[config.mk]
export PLATFORM = sky130hd
export DESIGN_NAME = spi_slave
export DESIGN_NICKNAME = d
export VERILOG_FILES = /design/src/rtl/spi_pkg.sv /design/src/rtl/spi_sync.sv /design/src/rtl/spi_slave.sv
export SDC_FILE = /design/constraint.sdc
export NUM_CORES = 1
export LEC_CHECK = 0
export BUFFER_PORTS_ARGS = -buffer_cell sky130_fd_sc_hd__buf_2
export CAP_MARGIN = 0
export CORE_MARGIN = 2
export CORE_UTILIZATION = 30
export CTS_BUF_LIST = sky130_fd_sc_hd__clkbuf_8
export DETAILED_ROUTE_END_ITERATION = 16
export MAX_ROUTING_LAYER = met4
export PLACE_DENSITY = 0.46
export REMOVE_ABC_BUFFERS = 1
export SETUP_SLACK_MARGIN = 0.15
export SLEW_MARGIN = 25
export SYNTH_ARGS = -nofsm -noshare
export SYNTH_HDL_FRONTEND = slang
export SYNTH_SLANG_ARGS = --single-unit
[constraint.sdc]
create_clock -name clk_i -period 1.93 [get_ports clk_i]
set_input_delay 0.193 -clock clk_i [delete_from_list [all_inputs] [get_ports clk_i]]
set_output_delay 0.193 -clock clk_i [all_outputs]
set_load 0.02 [all_outputs]
[src/rtl/spi_pkg.sv]
// Shared types and constants for the SPI slave block.
package spi_pkg;

  localparam int SPI_BYTE_W = 8;
  localparam int SPI_CNT_W  = $clog2(SPI_BYTE_W);

  typedef enum logic {
    IDLE  = 1'b0,
    SHIFT = 1'b1
  } spi_state_e;

endpackage

[src/rtl/spi_sync.sv]
// Multi-flop synchronizer for one asynchronous input, with a selectable reset level.
module spi_sync #(
  parameter int   STAGES  = 2,
  parameter logic RST_VAL = 1'b0
) (
  input  logic clk_i,
  input  logic rstn_i,
  input  logic d_i,
  output logic q_o
);

  logic [STAGES-1:0] ff_q;

  always_ff @(posedge clk_i or negedge rstn_i) begin
    if (!rstn_i) ff_q <= {STAGES{RST_VAL}};
    else         ff_q <= {ff_q[STAGES-2:0], d_i};
  end

  assign q_o = ff_q[STAGES-1];

endmodule

[src/rtl/spi_slave.sv]
// Mode-3 SPI byte slave oversampled by clk_i, with a single-entry tx holding register.
module spi_slave
  import spi_pkg::*;
#(
  parameter int   SYNC_STAGES = 2,
  parameter logic IDLE_MISO   = 1'b1
) (
  input  logic                  clk_i,
  input  logic                  rstn_i,
  input  logic                  spi_clk_i,
  input  logic                  spi_cs_n_i,
  input  logic                  spi_mosi_i,
  output logic                  spi_miso_o,
  output logic                  spi_miso_oe_o,
  input  logic [SPI_BYTE_W-1:0] tx_byte_i,
  input  logic                  tx_load_i,
  output logic                  tx_ready_o,
  output logic [SPI_BYTE_W-1:0] rx_byte_o,
  output logic                  rx_valid_o,
  output logic                  tx_underrun_o,
  output logic                  busy_o
);

  // Bit order of the synchronized bundle: {mosi, cs_n, sclk}; bus idles high
  localparam logic [2:0] SYNC_RST = 3'b011;

  logic [2:0] async_in, sync_out;
  logic       sclk_s, cs_s, mosi_s;

  assign async_in = {spi_mosi_i, spi_cs_n_i, spi_clk_i};

  for (genvar g = 0; g < 3; g++) begin : g_sync
    spi_sync #(
      .STAGES (SYNC_STAGES),
      .RST_VAL(SYNC_RST[g])
    ) u_sync (
      .clk_i (clk_i),
      .rstn_i(rstn_i),
      .d_i   (async_in[g]),
      .q_o   (sync_out[g])
    );
  end

  assign sclk_s = sync_out[0];
  assign cs_s   = sync_out[1];
  assign mosi_s = sync_out[2];

  spi_state_e            state_q, state_d;
  logic                  sclk_q;
  logic [SPI_CNT_W-1:0]  cnt_q;
  logic [SPI_BYTE_W-1:0] rx_sr_q, rx_byte_q, tx_sr_q, hold_q;
  logic                  full_q, done_q, rx_valid_q, urun_q;

  logic start, stop, active, rise_en, fall_en, last_bit;
  logic reload, consume, load_ok;

  always_comb begin
    state_d = state_q;
    case (state_q)
      IDLE:    if (!cs_s) state_d = SHIFT;
      SHIFT:   if (cs_s)  state_d = IDLE;
      default: state_d = IDLE;
    endcase
  end

  assign start    = (state_q == IDLE) && !cs_s;
  assign stop     = (state_q == SHIFT) && cs_s;
  assign active   = (state_q == SHIFT) && !cs_s;
  assign rise_en  = active && sclk_s && !sclk_q;
  assign fall_en  = active && !sclk_s && sclk_q;
  assign last_bit = rise_en && (cnt_q == '1);

  // Byte boundary: chip-select fall, or the first fall after a full byte
  assign reload  = start || (fall_en && done_q);
  assign consume = reload && full_q;
  // A load landing on the consume cycle refills the register straight away
  assign load_ok = tx_load_i && (!full_q || consume);

  always_ff @(posedge clk_i or negedge rstn_i) begin
    if (!rstn_i) begin
      state_q    <= IDLE;
      sclk_q     <= 1'b1;
      cnt_q      <= '0;
      rx_sr_q    <= '0;
      rx_byte_q  <= '0;
      tx_sr_q    <= '0;
      hold_q     <= '0;
      full_q     <= 1'b0;
      done_q     <= 1'b0;
      rx_valid_q <= 1'b0;
      urun_q     <= 1'b0;
    end else begin
      state_q    <= state_d;
      sclk_q     <= sclk_s;
      rx_valid_q <= last_bit;
      urun_q     <= reload && !full_q;

      if (load_ok) begin
        full_q <= 1'b1;
        hold_q <= tx_byte_i;
      end else if (consume) begin
        full_q <= 1'b0;
      end

      if (stop) begin
        cnt_q   <= '0;
        rx_sr_q <= '0;
      end else if (rise_en) begin
        cnt_q   <= cnt_q + 1'b1;
        rx_sr_q <= {rx_sr_q[SPI_BYTE_W-2:0], mosi_s};
        if (cnt_q == '1) rx_byte_q <= {rx_sr_q[SPI_BYTE_W-2:0], mosi_s};
      end

      if (stop)          done_q <= 1'b0;
      else if (last_bit) done_q <= 1'b1;
      else if (fall_en)  done_q <= 1'b0;

      // Bit 7 is already on the line at the boundary, so the opening fall of a
      // byte (count still zero, no byte pending) leaves the register alone
      if (reload)                       tx_sr_q <= full_q ? hold_q : '0;
      else if (fall_en && cnt_q != '0)  tx_sr_q <= {tx_sr_q[SPI_BYTE_W-2:0], 1'b0};
    end
  end

  assign spi_miso_o    = (state_q == SHIFT) ? tx_sr_q[SPI_BYTE_W-1] : IDLE_MISO;
  assign spi_miso_oe_o = active;
  assign busy_o        = (state_q == SHIFT);
  assign tx_ready_o    = !full_q;
  assign rx_byte_o     = rx_byte_q;
  assign rx_valid_o    = rx_valid_q;
  assign tx_underrun_o = urun_q;

endmodule

## Yosys cells after proc, flatten, opt, wreduce, memory -nomap -nowiden

Cells that the tools add are included.

- Output and inout port bits: 14
- Register bits: 46

- Equal/unequal tests: 1
- Muxes and demuxes: 14
- Reductions and logical operators: 25
- Bitwise logic cells: 2
- Add/subtract/negate cells: 1

Operators with widths:

| operator | number |
|---|---|
| $mux W8 | 3 |
| $mux W7 | 2 |
| $logic_and A1 B1 Y1 | 13 |
| $mux W1 | 7 |
| $mux W3 | 2 |
| $reduce_bool A2 Y1 | 3 |
| $reduce_bool A3 Y1 | 2 |
| $logic_not A1 Y1 | 4 |
| $add A3 B1 Y3 const B | 1 |
| $eq A3 B3 Y1 const B | 1 |
| $reduce_and A3 Y1 | 1 |
| $logic_or A1 B1 Y1 | 2 |
| $not A1 Y1 | 2 |

## Depth between registers and ports, before layout

- Word-level depth: 10
- Depth in mapped cells: 6
- Gate-level depth less buffers: 5

## Modules after synthesis

From an unflattened synthesis, not the netlist that was laid out.

- Cell total of the unflattened synthesis: 156
- Area, all modules: 1,929.4 um2

By module, submodules not included:

| module | cells an instance | times used | area an instance (um2) | sequential area each (um2) |
|---|---|---|---|---|
| spi_slave | 150 | 1 | 1,774.2 | 1,002.2 |
| spi_sync at g_sync[0].u_sync ... | 2 | 2 | 52.6 | 52.6 |
| spi_sync at g_sync[2].u_sync | 2 | 1 | 50.0 | 50.0 |

## Least setup slack after synthesis

No wires, ideal clock.

- Path kind: reg-to-reg
- Start point: register g_sync[0].u_sync.ff_q[1]
- End point: register hold_q[0]
- Data arrival time: 1.527 ns
- Buffers on the path: 0
- Library setup time: 0.125 ns
- Slack: 0.279 ns
- Stages on the path, launching flop included: 4
- Data required time: 1.805 ns
- Cells stage by stage: dfstp_2 -> and4bb_4 -> o31ai_4 -> mux2_2

- Cells in the longest elaborated chain, start to end: 8

RTL lines:

| what | RTL line | RTL |
|---|---|---|
| from (decl) | spi_sync.sv:12 | `logic [STAGES-1:0] ff_q;` |
| from (signal assigned) | spi_sync.sv:15 | `if (!rstn_i) ff_q <= {STAGES{RST_VAL}};` |
| from (signal assigned) | spi_sync.sv:16 | `else ff_q <= {ff_q[STAGES-2:0], d_i};` |
| $logic_not A1 Y1 | spi_slave.sv:70 | `assign fall_en = active && !sclk_s && sclk_q;` |
| $logic_and A1 B1 Y1 (2 in a row) | spi_slave.sv:70 |  |
| $logic_and A1 B1 Y1 | spi_slave.sv:74 | `assign reload = start \|\| (fall_en && done_q);` |
| $logic_or A1 B1 Y1 | spi_slave.sv:74 |  |
| $logic_and A1 B1 Y1 | spi_slave.sv:75 | `assign consume = reload && full_q;` |
| $logic_or A1 B1 Y1 | spi_slave.sv:77 | `assign load_ok = tx_load_i && (!full_q \|\| consume);` |
| $logic_and A1 B1 Y1 | spi_slave.sv:77 |  |
| to (signal assigned) | spi_slave.sv:100 | `hold_q <= tx_byte_i;` |
| to (decl) | spi_slave.sv:51 | `logic [SPI_BYTE_W-1:0] rx_sr_q, rx_byte_q, tx_sr_q, hold_q;` |

Every way passes these cells.
A chain may end at the register's enable or synchronous reset.

## Worst setup path after layout

- Start point: register g_sync[0].u_sync.ff_q[1]
- End point: register hold_q[4]

The elaborated chain is that of the path after synthesis.

==> results.cfg <==
[die]
io_pins = 28
die_y_um = 84.1
fp-row-count = 29
core_um2 = 6280
die_area_um2 = 7080
dieWidth_um = 84.1
initial_core_util_pct = 30.7

[power]
irDropWorstVdd_uv = 382
p_int_uw = 1410
p_clk_share_pct = 28.9
seqPwrFrac_pct = 59.0
p_leak_uw = 0.00107
sw_frac_of_total_pct = 25.2
combPwrFrac_pct = 12.2
power_density_nw_per_um2 = 813
switching_power_uw = 474

[clocking]
cts.sink_count = 46
tritoncts = done
ctsHtreeMaxLevel = 2
clkTransAtPathRegs_ns = 0.08
numCtsBuffers = 5
cts_root_buffer = clkbuf_8
clockBufferDepth = 2
cts.repair.resized = 0
clkLatencyLatePin_ns = 0.29

[synthesis]
synth_top_flop_cell = dfrtp_1
synthTopCellsByCount = dfrtp_1, mux2_2, nand2_1, o21ai_0
synth_area_leaders = dfrtp_1, mux2_2, dfstp_2
synth_top_area_cell = dfrtp_1
ys_async_sr_fraction_pct = 100
syn_avg_cell_area_um2 = 12.4
synth_cell_type_count = 30
synth-seq-cells = 46
yosysSeqAreaShare_pct = 60.1
synth_edf_count = 0
yosysWarnings = 0
netlist_instances = 155
synth.cell_area_um2 = 1930
synth_most_common_cell = dfrtp_1
yosys.area.top_type_share_pct = 53.3

[sta]
setup_violations = 0
worst_slew_pin_slew_ns = 0.874
period_minus_slack_ns = 1.71
fmax_mhz = 584
finalSetupTns_ns = 0
maxSlewHeadroom_pct = 41.7
finalCritPeriodShare_pct = 88.7
grt_setup_unrepaired = no
fin_skew_ns = 0.00733
hold_viol_final = 0
holdWs_ns = 0.0178
slew_viol_final = 0

[cells_and_area]
diodes = 0
area_growth_pct = 20.0
drive_gt1_share_pct = 35.6
final_nets = 210
final_core_util_pct = 36.8
nFillCells = 624

[drt]
ant_nets = 0
drt_wl_total_um = 3940
num_vias = 1311
avgViaCountPerCell = 4.84
drt-wirelength-per-cell_um = 14.5
drc = 0
first_iter_violations = 32
first_pass_iters = 5

[run]
cap_viol_max_count = 0

[worst_setup_path]
worstSetupPathType = reg -> reg
cp_data_arrival_time_ns = 1.89
r2r_slack_ns = 0.22
start_kind = flip-flop
r2r_cells = 4
crit_required_ns = 2.10
critPathCaptureType = flip-flop
crit_fanout = 8
timing.rr.start = g_sync[0].u_sync.ff_q[1]
r2r_end = hold_q[4]

[grt]
grt_usage_pct = 12.2
antenna_found_initial = 0
gr-total-overflow = 0
grt_pass1_wl_um = 6640
grt_max_degree = 40
first_global_vias = 1357

[placement]
place.gp.congestion = 0.782
io_buffers = 27
dp_hpwl_um = 2710

[run_status]
status = completed

[hold_path]
hold_class = in -> async
-- registers in the layout, summed over array words and instances, names as in the netlist, 3 cells and up --
signal and cells:
cnt_q 3, g_sync.u_sync.ff_q 6, hold_q 8, rx_byte_o 8
rx_sr_q 7, tx_sr_q 8
-- repair_timing --
action / 4_1_cts / 5_1_grt
pin swaps: 1 / 0
buffers inserted: 1 / 2
endpoints found under the setup margin: 8 / 8
hold buffers: 3 / 0
endpoints found under the hold margin: 3 / 0
-- worst max path at each step --
stage                                   from      endpoint  slack [ns]  depth (start not counted)
floorplan                             busy_o  rx_byte_o[0]        0.20                          3
global placement    g_sync[0].u_sync.ff_q[1]     hold_q[3]        0.19                          3
detailed placement  g_sync[0].u_sync.ff_q[1]     hold_q[4]        0.14                          3
CTS                 g_sync[0].u_sync.ff_q[1]     hold_q[4]        0.18                          4
global route        g_sync[0].u_sync.ff_q[1]     hold_q[1]        0.18                          4
finish              g_sync[0].u_sync.ff_q[1]     hold_q[4]        0.22                          4
-- cells in the final DEF (no fill, tap or decap), types with 2 or more instances in the layout --
master / n
a31oi_1: 7
nand2_1: 13
dlygate4sd3_1: 3
ha_1: 3
dfrtp_1: 41
a221oi_1: 7
inv_1: 7
and4bb_2: 2
clkbuf_8: 5
nand3_1: 7
buf_4: 7
buf_2: 27
nand2b_1: 2
mux2i_1: 5
o21ai_0: 13
nor2b_1: 2
dfstp_2: 5
mux2_2: 16
clkinv_2: 2
nor2_1: 7
-- cell type report --
type	count	area, um^2	area share [%]
sequential	46	1160	50.1
multi-input combinational	96	714	30.9
timing repair buffer	38	238	10.3
tap	77	96.3	4.17
clock buffer	5	68.8	2.98
inverter	6	22.5	0.975
clock inverter	3	13.8	0.596
-- stage by stage --
| step | cell area [um^2] | cells | power, uW | setup slack [ns] |
|---|---|---|---|---|
| CTS | 2300 | 269 | 1910 | 0.183 |
| finish | 2310 | 271 | 1880 | 0.217 |
| global placement | 2160 | 257 | 1330 | 0.193 |
| detailed placement | 2160 | 257 | 1340 | 0.140 |
| floorplan | 1890 | 148 | 1240 | 0.198 |
| global route | 2310 | 271 | 1980 | 0.182 |
-- routing by layer --
| layer | share of wire, % | vias to the layer above | global-route usage, % |
|---|---|---|---|
| li1 | - | 630 | - |
| met1 | 46 | 650 | 15.2 |
| met2 | 49 | 29 | 19.6 |
| met3 | 4.5 | 2 | 3.76 |
| met4 | 0.25 | 0 | 2.64 |
| met5 | 0 | - | - |
-- cells by family (layout without fill, tap and decap cells) --
| kind of cell | after synthesis | in the layout | share of synthesized area, % |
|---|---|---|---|
| flip-flops | 46 | 46 | 60.1 |
| AO/OA/AOI/OAI | 31 | 31 | 11.2 |
| XOR/XNOR | 1 | 1 | 0.455 |
| AND/OR/NAND/NOR | 40 | 40 | 11.6 |
| buffers and inverters | 13 | 52 | 2.79 |
| multiplexers | 21 | 21 | 12.0 |
| adder cells (fa/ha/maj) | 3 | 3 | 1.95 |
-- worst max-delay path: stages, from the launching register on --
cell and delay [ns]:
dfstp_2 0.57, and4bb_4 0.25, o31ai_4 0.28, buf_12 0.16, mux2_2 0.33
-- power by group through the flow --
stage	registers (uW)	logic (uW)	clock network, uW
2_1_floorplan	1110	130	0
3_3_place_gp	1120	203	0
3_5_place_dp	1130	217	0
4_1_cts	1110	229	572
5_1_grt	1120	256	610
6_report	1110	229	542
No activity file was read; power rests on OpenSTA's default activity.
